==> config.mk <==
export PLATFORM = sky130hd
export DESIGN_NAME = rr_hold_arbiter
export DESIGN_NICKNAME = d
export VERILOG_FILES = /design/src/rtl/rr_hold_arbiter.sv
export SDC_FILE = /design/constraint.sdc
export NUM_CORES = 1
export LEC_CHECK = 0
export CORE_MARGIN = 1
export CORE_UTILIZATION = 27
export CTS_CLUSTER_DIAMETER = 30
export DETAILED_ROUTE_END_ITERATION = 12
export PLACE_DENSITY_LB_ADDON = 0.12
export SLEW_MARGIN = 40
export SYNTH_ARGS = -nofsm -noshare
export SYNTH_HDL_FRONTEND = slang
export SYNTH_SLANG_ARGS = --single-unit
==> constraint.sdc <==
create_clock -name clk -period 3.2 [get_ports clk]
set_clock_uncertainty 0.05 [all_clocks]
set_input_delay 0.32 -clock clk [delete_from_list [all_inputs] [get_ports clk]]
set_output_delay 0.32 -clock clk [all_outputs]
set_load 0.03 [all_outputs]
==> src/rtl/rr_hold_arbiter.sv <==
// rr_hold_arbiter
// -----------------------------------------------------------------------------
// Purpose:
//   Round-robin arbiter that shares one resource among NUM_REQ requesters.
//   A wrap-around priority pointer (always < NUM_REQ) sets the scan start.
//   An owner is released by its done pulse, by dropping its request, or, when
//   MAX_HOLD != 0, after MAX_HOLD consecutive cycles. The latter is a forced
//   rotation and is flagged by a one-cycle preempt pulse. Re-arbitration
//   happens in the releasing cycle, so back-to-back grants have no bubble.
//
// Parameters:
//   NUM_REQ   number of requesters (2..16)
//   MAX_HOLD  maximum consecutive cycles per grant, 0 = unlimited (0..255)
//   IDW       derived width of ids / pointer
//
// Ports:
//   clk        in   sole clock, rising edge
//   reset      in   synchronous active-high reset, highest priority
//   req        in   request levels, one bit per requester
//   done       in   release pulses; only the owner's bit is honoured
//   gnt        out  registered one-hot-or-zero grant vector
//   gnt_valid  out  |gnt
//   gnt_id     out  index of current owner, 0 when idle
//   preempt    out  one-cycle pulse after a forced release
//
// Build option:
//   RR_HOLD_ARBITER_FORMAL_EN  compiles in embedded assertions and a cover.
//   The port list and behaviour do not change.
// -----------------------------------------------------------------------------
module rr_hold_arbiter #(
    parameter int NUM_REQ  = 3,
    parameter int MAX_HOLD = 4,
    localparam int IDW     = $clog2(NUM_REQ)
) (
    input  logic               clk,
    input  logic               reset,
    input  logic [NUM_REQ-1:0] req,
    input  logic [NUM_REQ-1:0] done,
    output logic [NUM_REQ-1:0] gnt,
    output logic               gnt_valid,
    output logic [IDW-1:0]     gnt_id,
    output logic               preempt
);

    typedef enum logic {
        IDLE = 1'b0,
        BUSY = 1'b1
    } state_t;

    localparam logic [IDW-1:0] LAST_ID   = IDW'(NUM_REQ - 1);
    localparam logic [7:0]     HOLD_LAST = 8'((MAX_HOLD == 0) ? 255 : MAX_HOLD - 1);

    state_t               state_q, state_d;
    logic [IDW-1:0]       ptr_q, ptr_d;
    logic [7:0]           hold_cnt_q, hold_cnt_d;
    logic [NUM_REQ-1:0]   gnt_q, gnt_d;
    logic [IDW-1:0]       gnt_id_q, gnt_id_d;
    logic                 preempt_q, preempt_d;

    // Release conditions for the current owner
    logic                 owner_done;
    logic                 owner_req;
    logic                 limit_hit;
    logic                 release_now;
    logic                 forced_release;
    logic [IDW-1:0]       ptr_after;

    // Arbitration result
    logic [IDW-1:0]       scan_start;
    logic                 win_found;
    logic [IDW-1:0]       win_idx;
    logic [NUM_REQ-1:0]   win_onehot;

    assign owner_done  = done[gnt_id_q];
    assign owner_req   = req[gnt_id_q];
    assign limit_hit   = (MAX_HOLD != 0) && (hold_cnt_q == HOLD_LAST);
    assign release_now = (state_q == BUSY) && (owner_done || !owner_req || limit_hit);
    // A coinciding done/drop counts as a normal release, so only the pure
    // hold-limit case is reported as a preemption.
    assign forced_release = release_now && owner_req && !owner_done;

    // Pointer increment is mod NUM_REQ, not mod 2^IDW, so it can never
    // land on an unused code when NUM_REQ is not a power of two.
    assign ptr_after  = (gnt_id_q == LAST_ID) ? '0 : gnt_id_q + 1'b1;

    // While busy the scan only matters on a release, and then it must start
    // just past the releasing owner.
    assign scan_start = (state_q == BUSY) ? ptr_after : ptr_q;

    // Circular first-set scan starting at scan_start
    always_comb begin
        logic [IDW:0]   pos;
        logic [IDW-1:0] idx;
        win_found = 1'b0;
        win_idx   = '0;
        for (int k = 0; k < NUM_REQ; k++) begin
            pos = {1'b0, scan_start} + (IDW+1)'(k);
            if (pos >= (IDW+1)'(NUM_REQ)) begin
                pos = pos - (IDW+1)'(NUM_REQ);
            end
            idx = pos[IDW-1:0];
            if (!win_found && req[idx]) begin
                win_found = 1'b1;
                win_idx   = idx;
            end
        end
    end

    generate
        for (genvar gi = 0; gi < NUM_REQ; gi++) begin : g_onehot
            assign win_onehot[gi] = (win_idx == IDW'(gi));
        end
    endgenerate

    // Next-state logic
    always_comb begin
        state_d    = state_q;
        ptr_d      = ptr_q;
        hold_cnt_d = hold_cnt_q;
        gnt_d      = gnt_q;
        gnt_id_d   = gnt_id_q;
        preempt_d  = 1'b0;

        case (state_q)
            IDLE: begin
                hold_cnt_d = '0;
                if (win_found) begin
                    gnt_d    = win_onehot;
                    gnt_id_d = win_idx;
                    state_d  = BUSY;
                end
            end
            BUSY: begin
                if (release_now) begin
                    ptr_d      = ptr_after;
                    preempt_d  = forced_release;
                    hold_cnt_d = '0;
                    if (win_found) begin
                        gnt_d    = win_onehot;
                        gnt_id_d = win_idx;
                    end else begin
                        gnt_d    = '0;
                        gnt_id_d = '0;
                        state_d  = IDLE;
                    end
                end else if (hold_cnt_q != 8'hFF) begin
                    // Saturation only matters for the unlimited case
                    hold_cnt_d = hold_cnt_q + 8'd1;
                end
            end
            default: begin
                state_d  = IDLE;
                gnt_d    = '0;
                gnt_id_d = '0;
            end
        endcase
    end

    always_ff @(posedge clk) begin
        if (reset) begin
            state_q    <= IDLE;
            ptr_q      <= '0;
            hold_cnt_q <= '0;
            gnt_q      <= '0;
            gnt_id_q   <= '0;
            preempt_q  <= 1'b0;
        end else begin
            state_q    <= state_d;
            ptr_q      <= ptr_d;
            hold_cnt_q <= hold_cnt_d;
            gnt_q      <= gnt_d;
            gnt_id_q   <= gnt_id_d;
            preempt_q  <= preempt_d;
        end
    end

    assign gnt       = gnt_q;
    assign gnt_valid = |gnt_q;
    assign gnt_id    = gnt_id_q;
    assign preempt   = preempt_q;

`ifdef RR_HOLD_ARBITER_FORMAL_EN
    // History needed by the temporal checks
    logic               init_state_q = 1'b1;
    logic               past_valid_q;
    logic [NUM_REQ-1:0] req_prev_q;
    logic [NUM_REQ-1:0] gnt_prev_q;
    logic               preempt_prev_q;
    logic [NUM_REQ-1:0] forced_seen_q;

    always_ff @(posedge clk) begin
        init_state_q <= 1'b0;
    end

    always_ff @(posedge clk) begin
        if (reset) begin
            past_valid_q   <= 1'b0;
            req_prev_q     <= '0;
            gnt_prev_q     <= '0;
            preempt_prev_q <= 1'b0;
            forced_seen_q  <= '0;
        end else begin
            past_valid_q   <= 1'b1;
            req_prev_q     <= req;
            gnt_prev_q     <= gnt_q;
            preempt_prev_q <= preempt_q;
            if (forced_release) begin
                forced_seen_q <= forced_seen_q | gnt_q;
            end
        end
    end

    always @(posedge clk) begin
        if (!(init_state_q || reset)) begin
            assert ($onehot0(gnt_q));
            assert (ptr_q <= LAST_ID);
            assert (gnt_valid == (|gnt_q));
            if (MAX_HOLD != 0 && state_q == BUSY) begin
                assert (hold_cnt_q < 8'(MAX_HOLD));
            end
            if (past_valid_q) begin
                assert ((gnt_q & ~gnt_prev_q & ~req_prev_q) == '0);
                assert (!(preempt_q && preempt_prev_q));
            end
            cover (forced_seen_q == {NUM_REQ{1'b1}});
        end
    end
`endif

endmodule

==> key figures, run 1 <==
Status
  • Status: completed

Die
  • Ports: 15
  • Core Box Area: 3770 µm²
  • Area of the die: 4320 µm²
  • Die Span Y: 65.8 µm
  • Row count: 22
  • Starting Density: 29.1%
  • Die Wd: 65.8 µm

Finish
  • Fin cells: 198
  • Share of post-route cells with drive strength above 1: 7.33%
  • Final Cell Area: 1320 µm²
  • Storage element area: 340 µm²
  • Layout fillers: 391
  • Post-synthesis to final-layout area growth: 20.6%
  • Multi-input gate area: 703 µm²
  • Layout net count: 161
  • Antenna Cells: 0
  • Final core occ: 35.1%

Power
  • PwrDens: 945 nW/µm²
  • Peak supply drop: 0.000296 V
  • Internal power: 0.679 mW
  • Seq pwr share: 27.0%
  • Leakage: 0.467 nW
  • Sw Pwr: 0.572 mW
  • Combinational fraction of design power: 60.0%
  • Sw Share: 45.7%
  • Design Power: 1.25 mW
  • Clock power share: 13.0%

Timing
  • Max Slew Vio Count: 0
  • Relative slew slack: 57.2%
  • Unrepaired setup endpoints after global routing: no
  • Final min period: 2780 ps
  • Setup Viol. Count Final: 0
  • FMAX: 359 MHz
  • Final Hold Vio Count: 0
  • Worst slew pin tran: 641 ps
  • Period utilization: 87.0%
  • PnR worst setup slack: 416 ps
  • Final hold slack: 416 ps
  • Sum of negative setup slack: 0 ps

Critical path
  • Critical Path Sink Type: flop
  • CP Max Fanout: 10
  • Startpoint Class: flop
  • Critical Path Sink: gnt_id[0]
  • Setup Crit Path Kind: flop to flop
  • Critical R2R Capture: gnt_id[0]
  • Crit path DAT: 2860 ps
  • Reg2reg setup slack: 420 ps
  • Worst Reg2Reg Path Length in Cells: 8
  • Crit path from: state_q
  • Worst endpoint required time: 3270 ps
  • Critical R2R Launch: state_q

Placement
  • Pre-CTS setup slack: 470 ps
  • Post-DP Area: 1280 µm²
  • Placer congestion estimate: 0.831
  • Placed cell count: 194
  • Port bufs: 14
  • Dpl hpwl: 1.98 mm

Route
  • Number of remaining DRC errors: 0
  • Via density: 5.22
  • Antenna Nets Post-Route: 0
  • Routed WL per cell: 13.4 µm
  • Vias: 1034
  • Initial DRC Count: 53
  • DRT Wirelength: 2.65 mm
  • TritonRoute pass-1 iters: 4

Clock tree
  • CTS tree: yes
  • Clock slew at reported path FFs: 70 ps
  • Clock sinks: 17
  • Root buffer cell: clkbuf_8
  • Post-CTS Setup Bufs: 0
  • H-Tree Depth: 1
  • Post_cts resized: 0
  • Clock tree buffer depth: 2
  • Worst-skew pair later-pin latency: 250 ps
  • Post-CTS Hold Fix Bufs: 0
  • Clock buffer count from CTS: 3

Synth
  • Flops & latches, synth: 17
  • Syn Area/Cell: 8.07 µm²
  • Warnings from Yosys: 0
  • Post-synthesis sequential area ratio: 31.0%
  • Post-Syn Instances: 136
  • Synth unique cells: 46
  • Syn Std Cell Area: 1100 µm²
  • Post-synth EDFFs: 0
  • Main synth FF type: dfxtp_1
  • Synth async-reset ratio: 0%
  • Synth Net Count: 146

Hold path
  • Min-Delay Path Class: flop to flop

GRT
  • GRT Overall Usage: 13.2%
  • Global Route met3 Usage: 3.47%
  • Largest net degree at the start of global routing: 12
  • GR Overflow Total: 0
  • Met1 usage: 19.2%
  • Routing usage on met2: 18.2%
  • Grt peak-use layer: met1
  • Vias in the first global route: 946
  • Initial antenna violation count: 0
  • First-pass GRT wire length: 4.37 mm

Flow run
  • Total of max-cap violations: 0
==> layout by cell type (no fill, tap or decap), types with 2 or more instances in the layout <==
master and n:
o21ai_0 5, nor4bb_1 2, ha_1 2, a21oi_1 5, o2111ai_1 3, or3_1 3
nor4_1 2, mux2i_1 3, nor3_1 6, nand2_1 17, nor2_1 10, nor2b_1 2
dfxtp_1 17, nand2b_1 4, a211oi_1 2, and3b_1 2, nor3b_1 4, clkbuf_8 3
nand3_1 3, inv_1 6, o21a_1 3, o22ai_1 2, o211ai_1 2, clkdlybuf4s50_1 14
nand4_1 2, o21ai_1 2, a31oi_1 2, a2111o_1 3
==> worst min path at each step <==
stage / slack, ps / end / startpoint / depth (start not counted)
after floorplan: 340 / state_q / reset / 1
after global placement: 410 / hold_cnt_q[1] / hold_cnt_q[1] / 2
after detailed placement: 420 / gnt[2] / gnt[2] / 2
after CTS: 430 / gnt[2] / gnt[2] / 2
after global routing: 440 / gnt[2] / gnt[2] / 2
final: 420 / gnt[2] / gnt[2] / 2
==> power groups by stage <==
stage          Clock, mW  Combinational, mW  Sequential (mW)
6_report           0.162              0.750            0.338
5_1_grt            0.177              0.823            0.348
3_5_place_dp           0              0.741            0.343
2_1_floorplan          0              0.538            0.356
4_1_cts            0.170              0.746            0.339
3_3_place_gp           0              0.755            0.340
==> sequential cells by signal (all words and copies together) (netlist names) <==
register,count
state_q,1
ptr_q,2
preempt,1
hold_cnt_q,8
gnt,3
gnt_id,2
==> critical path: stages (launching register included) <==
cell and delay [ps]:
dfxtp_1 520, nor3b_1 300, a21oi_1 80, ha_1 410, nor4bb_1 180, or4_1 500
o21a_1 170, a31oi_2 300, o22ai_1 140
==> layout make-up <==
cell class                      instances  share of cell area, %
Multi-Input combinational cell        107                   53.1
Sequential cell                        17                   25.7
Timing Repair Buffer                   15                   11.2
Tap cell                               48                   4.54
Clock buffer                            3                   3.12
Inverter                                7                   1.98
Clock inverter                          1                  0.378
==> logic make-up (layout without fill, tap and decap cells) <==
| family | count (synthesis) | in the layout | share of synthesized area [%] |
|---|---|---|---|
| AOI/OAI and AO/OA | 38 | 38 | 26.5 |
| xor gates and xnor gates | 1 | 1 | 0.798 |
| adders and majority gates | 2 | 2 | 2.28 |
| buffers and inverters | 12 | 26 | 4.90 |
| DFF | 17 | 17 | 31.0 |
| muxes | 3 | 3 | 2.74 |
| and+or+nand+nor | 63 | 63 | 31.8 |
==> cells in the mapped netlist (2+ instances only) <==
| library cell | n | share of area, % |
|---|---|---|
| nand4_1 | 2 | 1.1 |
| o21ai_1 | 2 | 0.91 |
| nand2b_1 | 4 | 2.3 |
| mux2i_1 | 3 | 2.7 |
| o21ai_0 | 5 | 2.3 |
| nand2_1 | 17 | 5.8 |
| nor2_1 | 10 | 3.4 |
| dfxtp_1 | 17 | 31 |
| nor4_1 | 2 | 1.1 |
| nor4bb_1 | 2 | 1.8 |
| ha_1 | 2 | 2.3 |
| o211ai_1 | 2 | 1.4 |
| nor3b_1 | 4 | 2.7 |
| inv_1 | 6 | 2.1 |
| a2111o_1 | 3 | 3.1 |
| o22ai_1 | 2 | 1.1 |
| or3_1 | 3 | 1.7 |
| o21a_1 | 3 | 2.1 |
| clkbuf_1 | 3 | 1.0 |
| and3b_1 | 2 | 1.6 |
| nor2b_1 | 2 | 1.1 |
| nand3_1 | 3 | 1.4 |
| o2111ai_1 | 3 | 2.4 |
| a21oi_1 | 5 | 2.3 |
| a211oi_1 | 2 | 1.4 |
| a31oi_1 | 2 | 1.1 |
| nor3_1 | 6 | 2.7 |
==> layer usage <==
layer | up-vias | routed length, µm
met1 | 458 | 1430
li1 | 543 | -
met2 | 29 | 1050
met4 | 0 | 31
met3 | 4 | 131
met5 | - | 0
Note: power is estimated with default switching activity, not from simulation.
==> run 2: changes to the inputs <==
- CORE_MARGIN: 1 -> 3
==> run 2 against run 1 <==
Maximum frequency up 1.4%. Die area is 13% higher. Combinational power hardly changed. Utilization is 0.29 points lower. Clock power is essentially flat. Global-route usage shrank 2.2 points. Sequential share of layout area is essentially flat. Critical endpoint unchanged. Largest cell class unchanged.
==> key figures, run 2 (same netlist as run 1, synthesis figures left out) <==
Clock tree
  • CTS tree: yes
  • Post-CTS Hold Fix Bufs: 0 (unchanged)
  • Post-CTS Setup Bufs: 0 (unchanged)
  • H-Tree Depth: 1 (unchanged)
  • Clock sinks: 17 (unchanged)
  • Clock tree buffer depth: 2 (unchanged)
  • Worst-skew pair later-pin latency: 250 ps (about the same)
  • Post_cts resized: 0 (unchanged)
  • Clock slew at reported path FFs: 60 ps (about the same)
  • Root buffer cell: clkbuf_8
  • Clock buffer count from CTS: 3 (unchanged)

Timing
  • Period utilization: 85.8% (-1.2 points)
  • Unrepaired setup endpoints after global routing: no
  • Setup Viol. Count Final: 0 (unchanged)
  • Final Hold Vio Count: 0 (unchanged)
  • Worst slew pin tran: 661 ps (+20.0 ps)
  • Max Slew Vio Count: 0 (unchanged)
  • Final min period: 2750 ps (-37.2 ps)
  • Sum of negative setup slack: 0 ps (unchanged)
  • FMAX: 364 MHz (+1.4%)
  • Relative slew slack: 55.9% (-1.3 points)

Critical path
  • Crit path from: state_q
  • Critical R2R Launch: state_q
  • Startpoint Class: flop
  • Reg2reg setup slack: 450 ps (+40 ps)
  • Critical Path Sink Type: flop
  • Worst endpoint required time: 3270 ps (about the same)
  • Crit path DAT: 2820 ps (-40 ps)
  • Setup Crit Path Kind: flop to flop
  • CP Max Fanout: 10 (unchanged)

Finish
  • Post-synthesis to final-layout area growth: 20.5% (about the same)
  • Layout fillers: 404 (+3.3%)
  • Antenna Cells: 0 (unchanged)
  • Final Cell Area: 1320 µm² (about the same)
  • Share of post-route cells with drive strength above 1: 6.67% (-0.67 points)
  • Layout net count: 161 (unchanged)
  • Top library cells by usage in the layout, fill and taps aside: nand2_1, dfxtp_1, clkdlybuf4s50_1
  • Largest register FFs: 8 (unchanged)
  • Biggest register: hold_cnt_q

GRT
  • Initial antenna violation count: 0 (unchanged)
  • GR Overflow Total: 0 (unchanged)
  • Vias in the first global route: 882 (-6.8%)
  • First-pass GRT wire length: 4.46 mm (+2.1%)
  • GRT Overall Usage: 11.0% (-2.2 points)
  • Largest net degree at the start of global routing: 12 (unchanged)

Placement
  • Post-DP Area: 1280 µm² (unchanged)
  • Placer congestion estimate: 0.788 (-5.1%)
  • Port bufs: 14 (unchanged)
  • Dpl hpwl: 1.96 mm (-0.93%)

Die
  • Starting Density: 28.9% (-0.21 points)
  • Die Wd: 69.8 µm (+6.1%)
  • Row count: 22 (unchanged)
  • Area of the die: 4870 µm² (+13%)
  • Die Span Y: 69.8 µm (+6.1%)
  • Core Box Area: 3800 µm² (+0.73%)
  • Ports: 15 (unchanged)

Power
  • Sw Share: 45.5% (-0.27 points)
  • Peak supply drop: 0.000395 V (+34%)
  • Leakage: 0.464 nW (-0.58%)
  • Internal power: 0.680 mW (+0.27%)
  • Combinational fraction of design power: 60.0% (about the same)
  • Clock power share: 12.9% (about the same)
  • Seq pwr share: 27.1% (about the same)
  • PwrDens: 943 nW/µm² (-0.14%)
  • Sw Pwr: 0.567 mW (-0.83%)

Route
  • Via density: 5.29 (+1.3%)
  • Antenna Nets Post-Route: 0 (unchanged)
  • TritonRoute pass-1 iters: 4 (unchanged)
  • DRT Wirelength: 2.57 mm (-2.8%)
  • Vias: 1047 (+1.3%)
  • Number of remaining DRC errors: 0 (unchanged)
  • Initial DRC Count: 28 (-47%)
  • Routed WL per cell: 13.0 µm (-2.8%)

Hold path
  • Min-Delay Path Class: flop to flop
  • HP Start: gnt[2]

Flow run
  • Total of max-cap violations: 0 (unchanged)

Status
  • Status: completed
## run 2: cell count changes in the layout (fill, tap and decap cells not counted), sizes merged
cell,delta
clkbuf,+1
clkinv,-1
## run 2: worst max-delay path, cell delays in order (launching register included)
cell and delay, ps:
dfxtp_1 500, nor3b_1 310, a21oi_1 70, ha_1 410, nor4bb_1 170, or4_1 510
o21a_1 170, a31oi_2 300, o22ai_1 120
## run 2: layout make-up
cell class                 instances  area, µm²  share of cell area, %
clock buffer                       4       45.0                   3.41
inverter                           7       26.3                   1.99
multi-input combinational        107        703                   53.2
sequential                        17        340                   25.7
tap                               48       60.1                   4.54
timing repair buffer              15        148                   11.2
## run 2: power groups by stage
stage	clock network [mW]	logic (mW)	registers, mW
2_1_floorplan	0	0.538	0.356
3_5_place_dp	0	0.743	0.342
6_report	0.161	0.749	0.338
4_1_cts	0.167	0.748	0.338
5_1_grt	0.174	0.827	0.348
3_3_place_gp	0	0.758	0.340
## run 2: path summary, 6_finish.rpt
check / to / cells past startpoint
worst max-delay path: gnt_id[0] / 8
worst min-delay path: gnt[2] / 2
worst max register to register: gnt_id[0] / 8
worst min register to register: gnt[2] / 2
## run 2: per-layer routing
metal	track usage, %	share of wire [%]
met5	0	0
met2	13.7	39
met3	2.46	4.7
met1	18.1	55
met4	3.19	0.74
## run 2: metrics by stage
stage / setup slack (ps) / util [%] / cells / power, mW / hold slack, ps
5_1_grt: 247 / 34.8 / 198 / 1.35 / 447
3_5_place_dp: 484 / 33.6 / 194 / 1.08 / 416
4_1_cts: 466 / 34.8 / 198 / 1.25 / 426
2_1_floorplan: 234 / - / 136 / 0.894 / 339
3_3_place_gp: 483 / 33.6 / 194 / 1.10 / 412
6_report: 453 / 34.8 / 198 / 1.25 / 420
==> run 3: changes to the inputs <==
- ABC_AREA: unset -> 1
==> run 3 against run 2 <==
Cell area shrank 1.0%. Count of clock-buffer cells in the layout is the same. Non-clock buffer count shrank 1. Via count shrank 1.2%. Sequential cell count is the same. Worst hold slack gained 26 ps. Synthesized area shrank 2.7%. Utilization grew 0.14 points. Synthesized cell count grew 13%. Largest cell class unchanged. Highest routed layer unchanged.
==> key figures, run 3 <==
Finish
  • Layout net count: 181 (+12%)
  • Biggest register: hold_cnt_q
  • Post-synthesis to final-layout area growth: 22.6%
  • Commonest non-fill, non-tap cell in the layout: nand2_1
  • Top library cells by usage in the layout, fill and taps aside: nand2_1, nand3_1, dfxtp_1
  • Antenna Cells: 0 (unchanged)
  • Share of post-route cells with drive strength above 1: 11.8% (+5.1 points)
  • Largest register FFs: 8 (unchanged)

Critical path
  • CP Max Fanout: 7 (-3)
  • Worst endpoint required time: 3320 ps (+50 ps)
  • Startpoint Class: flop
  • Critical Path Sink Type: flop
  • Setup Crit Path Kind: flop to flop
  • Crit path DAT: 2360 ps (-460 ps)

Timing
  • Final min period: 2240 ps (-508 ps)
  • Final hold slack: 446 ps (+25.6 ps)
  • Relative slew slack: 77.3% (+21 points)
  • Sum of negative setup slack: 0 ps (unchanged)
  • Unrepaired setup endpoints after global routing: no
  • FMAX: 447 MHz (+23%)
  • Final Hold Vio Count: 0 (unchanged)
  • Max Slew Vio Count: 0 (unchanged)
  • Worst slew pin tran: 340 ps (-321 ps)
  • Period utilization: 70.0% (-16 points)
  • Setup Viol. Count Final: 0 (unchanged)
  • PnR worst setup slack: 962 ps (+508 ps)

GRT
  • First-pass GRT wire length: 4.14 mm (-7.3%)
  • Met1 usage: 17.1% (-0.99 points)
  • GRT Overall Usage: 11.5% (+0.52 points)
  • Grt peak-use layer: met1
  • Initial antenna violation count: 0 (unchanged)
  • Vias in the first global route: 913 (+3.5%)
  • Global Route met3 Usage: 3.57% (+1.1 points)
  • Routing usage on met2: 16.7% (+3.0 points)
  • GR Overflow Total: 0 (unchanged)
  • Largest net degree at the start of global routing: 10 (-2)

Synth
  • Post-synth top cells: nand2_1, nand3_1, dfxtp_1, nor2_1, inv_1
  • Warnings from Yosys: 0 (unchanged)
  • Flops & latches, synth: 17 (unchanged)
  • Synth area leader: dfxtp_1
  • Synth unique cells: 32 (-30%)
  • Main synth FF type: dfxtp_1
  • Synth Net Count: 163 (+12%)
  • Syn Std Cell Area: 1070 µm² (-2.7%)
  • Post-synthesis sequential area ratio: 31.9% (+0.87 points)
  • Synth async-reset ratio: 0% (unchanged)
  • Most frequent cell after synthesis: nand2_1
  • Largest cells by area after synthesis: dfxtp_1, nand3_1, nand2_1
  • Area fraction of the dominant cell type after synthesis: 31.9% (+0.87 points)
  • Syn Area/Cell: 6.98 µm² (-14%)
  • Post-Syn Instances: 153 (+13%)
  • Post-synth EDFFs: 0 (unchanged)

Clock tree
  • Clock buffer count from CTS: 3 (unchanged)
  • H-Tree Depth: 1 (unchanged)
  • Clock sinks: 17 (unchanged)
  • Clock slew at reported path FFs: 60 ps (about the same)
  • Post-CTS Hold Fix Bufs: 0 (unchanged)
  • CTS tree: yes
  • Post-CTS Setup Bufs: 0 (unchanged)
  • Clock tree buffer depth: 2 (unchanged)
  • Worst-skew pair later-pin latency: 240 ps (about the same)
  • Post_cts resized: 0 (unchanged)
  • Root buffer cell: clkbuf_8

Power
  • Design Power: 1.40 mW (+12%)
  • Leakage: 0.538 nW (+16%)
  • PwrDens: 1070 nW/µm² (+14%)
  • Peak supply drop: 0.000236 V (-40%)

Die
  • Core Box Area: 3740 µm² (-1.4%)
  • Row count: 22 (unchanged)
  • Die Wd: 68.9 µm (-1.3%)
  • Starting Density: 28.5% (-0.38 points)
  • Die Span Y: 68.9 µm (-1.3%)
  • Area of the die: 4740 µm² (-2.5%)
  • Ports: 15 (unchanged)

Status
  • Status: completed

Route
  • Routed WL per cell: 11.2 µm (-14%)
  • Antenna Nets Post-Route: 0 (unchanged)
  • Via density: 4.74 (-10%)
  • Number of remaining DRC errors: 0 (unchanged)
  • TritonRoute pass-1 iters: 4 (unchanged)
  • Initial DRC Count: 53 (+89%)
  • Vias: 1034 (-1.2%)
  • DRT Wirelength: 2.44 mm (-5.1%)

Placement
  • Pre-CTS setup slack: 962 ps (+478 ps)
  • Port bufs: 14 (unchanged)
  • Placer congestion estimate: 0.819 (+3.9%)
  • Dpl hpwl: 1.99 mm (+1.5%)

Hold path
  • Min-Delay Path Class: flop to flop

Flow run
  • Total of max-cap violations: 0 (unchanged)
-- run 3: layout make-up --
cell class | count | area [µm²]
clock buffer | 4 | 45.0
timing repair buffer | 14 | 140
sequential | 17 | 340
inverter | 15 | 56.3
multi-input combinational | 120 | 667
tap | 48 | 60.1
fill | 416 | 2430
-- run 3: cell families (layout without fill, tap and decap cells) --
logic type	count (synthesis)	count (layout)	share of synthesized area, %
AO/OA/AOI/OAI	23	23	13.2
XOR/XNOR	3	3	2.46
adder cells (fa/ha/maj)	2	2	2.34
buffers and inverters	16	33	5.63
flip-flops	17	17	31.9
AND/OR/NAND/NOR	92	92	44.4
-- run 3: worst paths after layout --
path / from / to / slack, ps / depth (start not counted)
hold reg to reg: gnt[2] / gnt[2] / 450 / 2
setup / recovery: gnt_id[0] / gnt_id[1] / 960 / 12
setup reg to reg: gnt_id[0] / gnt_id[1] / 960 / 12
hold / removal: gnt[2] / gnt[2] / 450 / 2
-- run 3: worst max-delay path, cell delays in order, from the launching register on --
cell and delay [ps]:
dfxtp_1 390, nor2_2 250, o21ai_2 100, ha_1 340
inv_1 120, nor2_1 50, nor2_1 120, nand2_1 60
nand2_1 170, nand4_1 140, nand2_1 100, nand3_1 120
a21oi_1 160
-- run 3: metrics by stage --
step | instances | cell area, µm² | util (%)
finish | 218 | 1310 | 35.0
global route | 218 | 1310 | 35.0
CTS | 218 | 1310 | 35.0
detailed placement | 214 | 1260 | 33.8
global placement | 214 | 1260 | 33.8
floorplan | 153 | 1070 | -
-- run 3: where the power goes --
group          switching [mW]  internal, mW  total [mW]
combinational           0.597         0.337       0.934
clock                  0.0670        0.0881       0.155
sequential             0.0517         0.262       0.313
total                   0.716         0.687        1.40
-- run 3: routing by layer --
layer	wire (µm)	vias up
met1	1350	453
met3	122	2
met4	13	0
met5	0	-
met2	955	20
li1	-	559
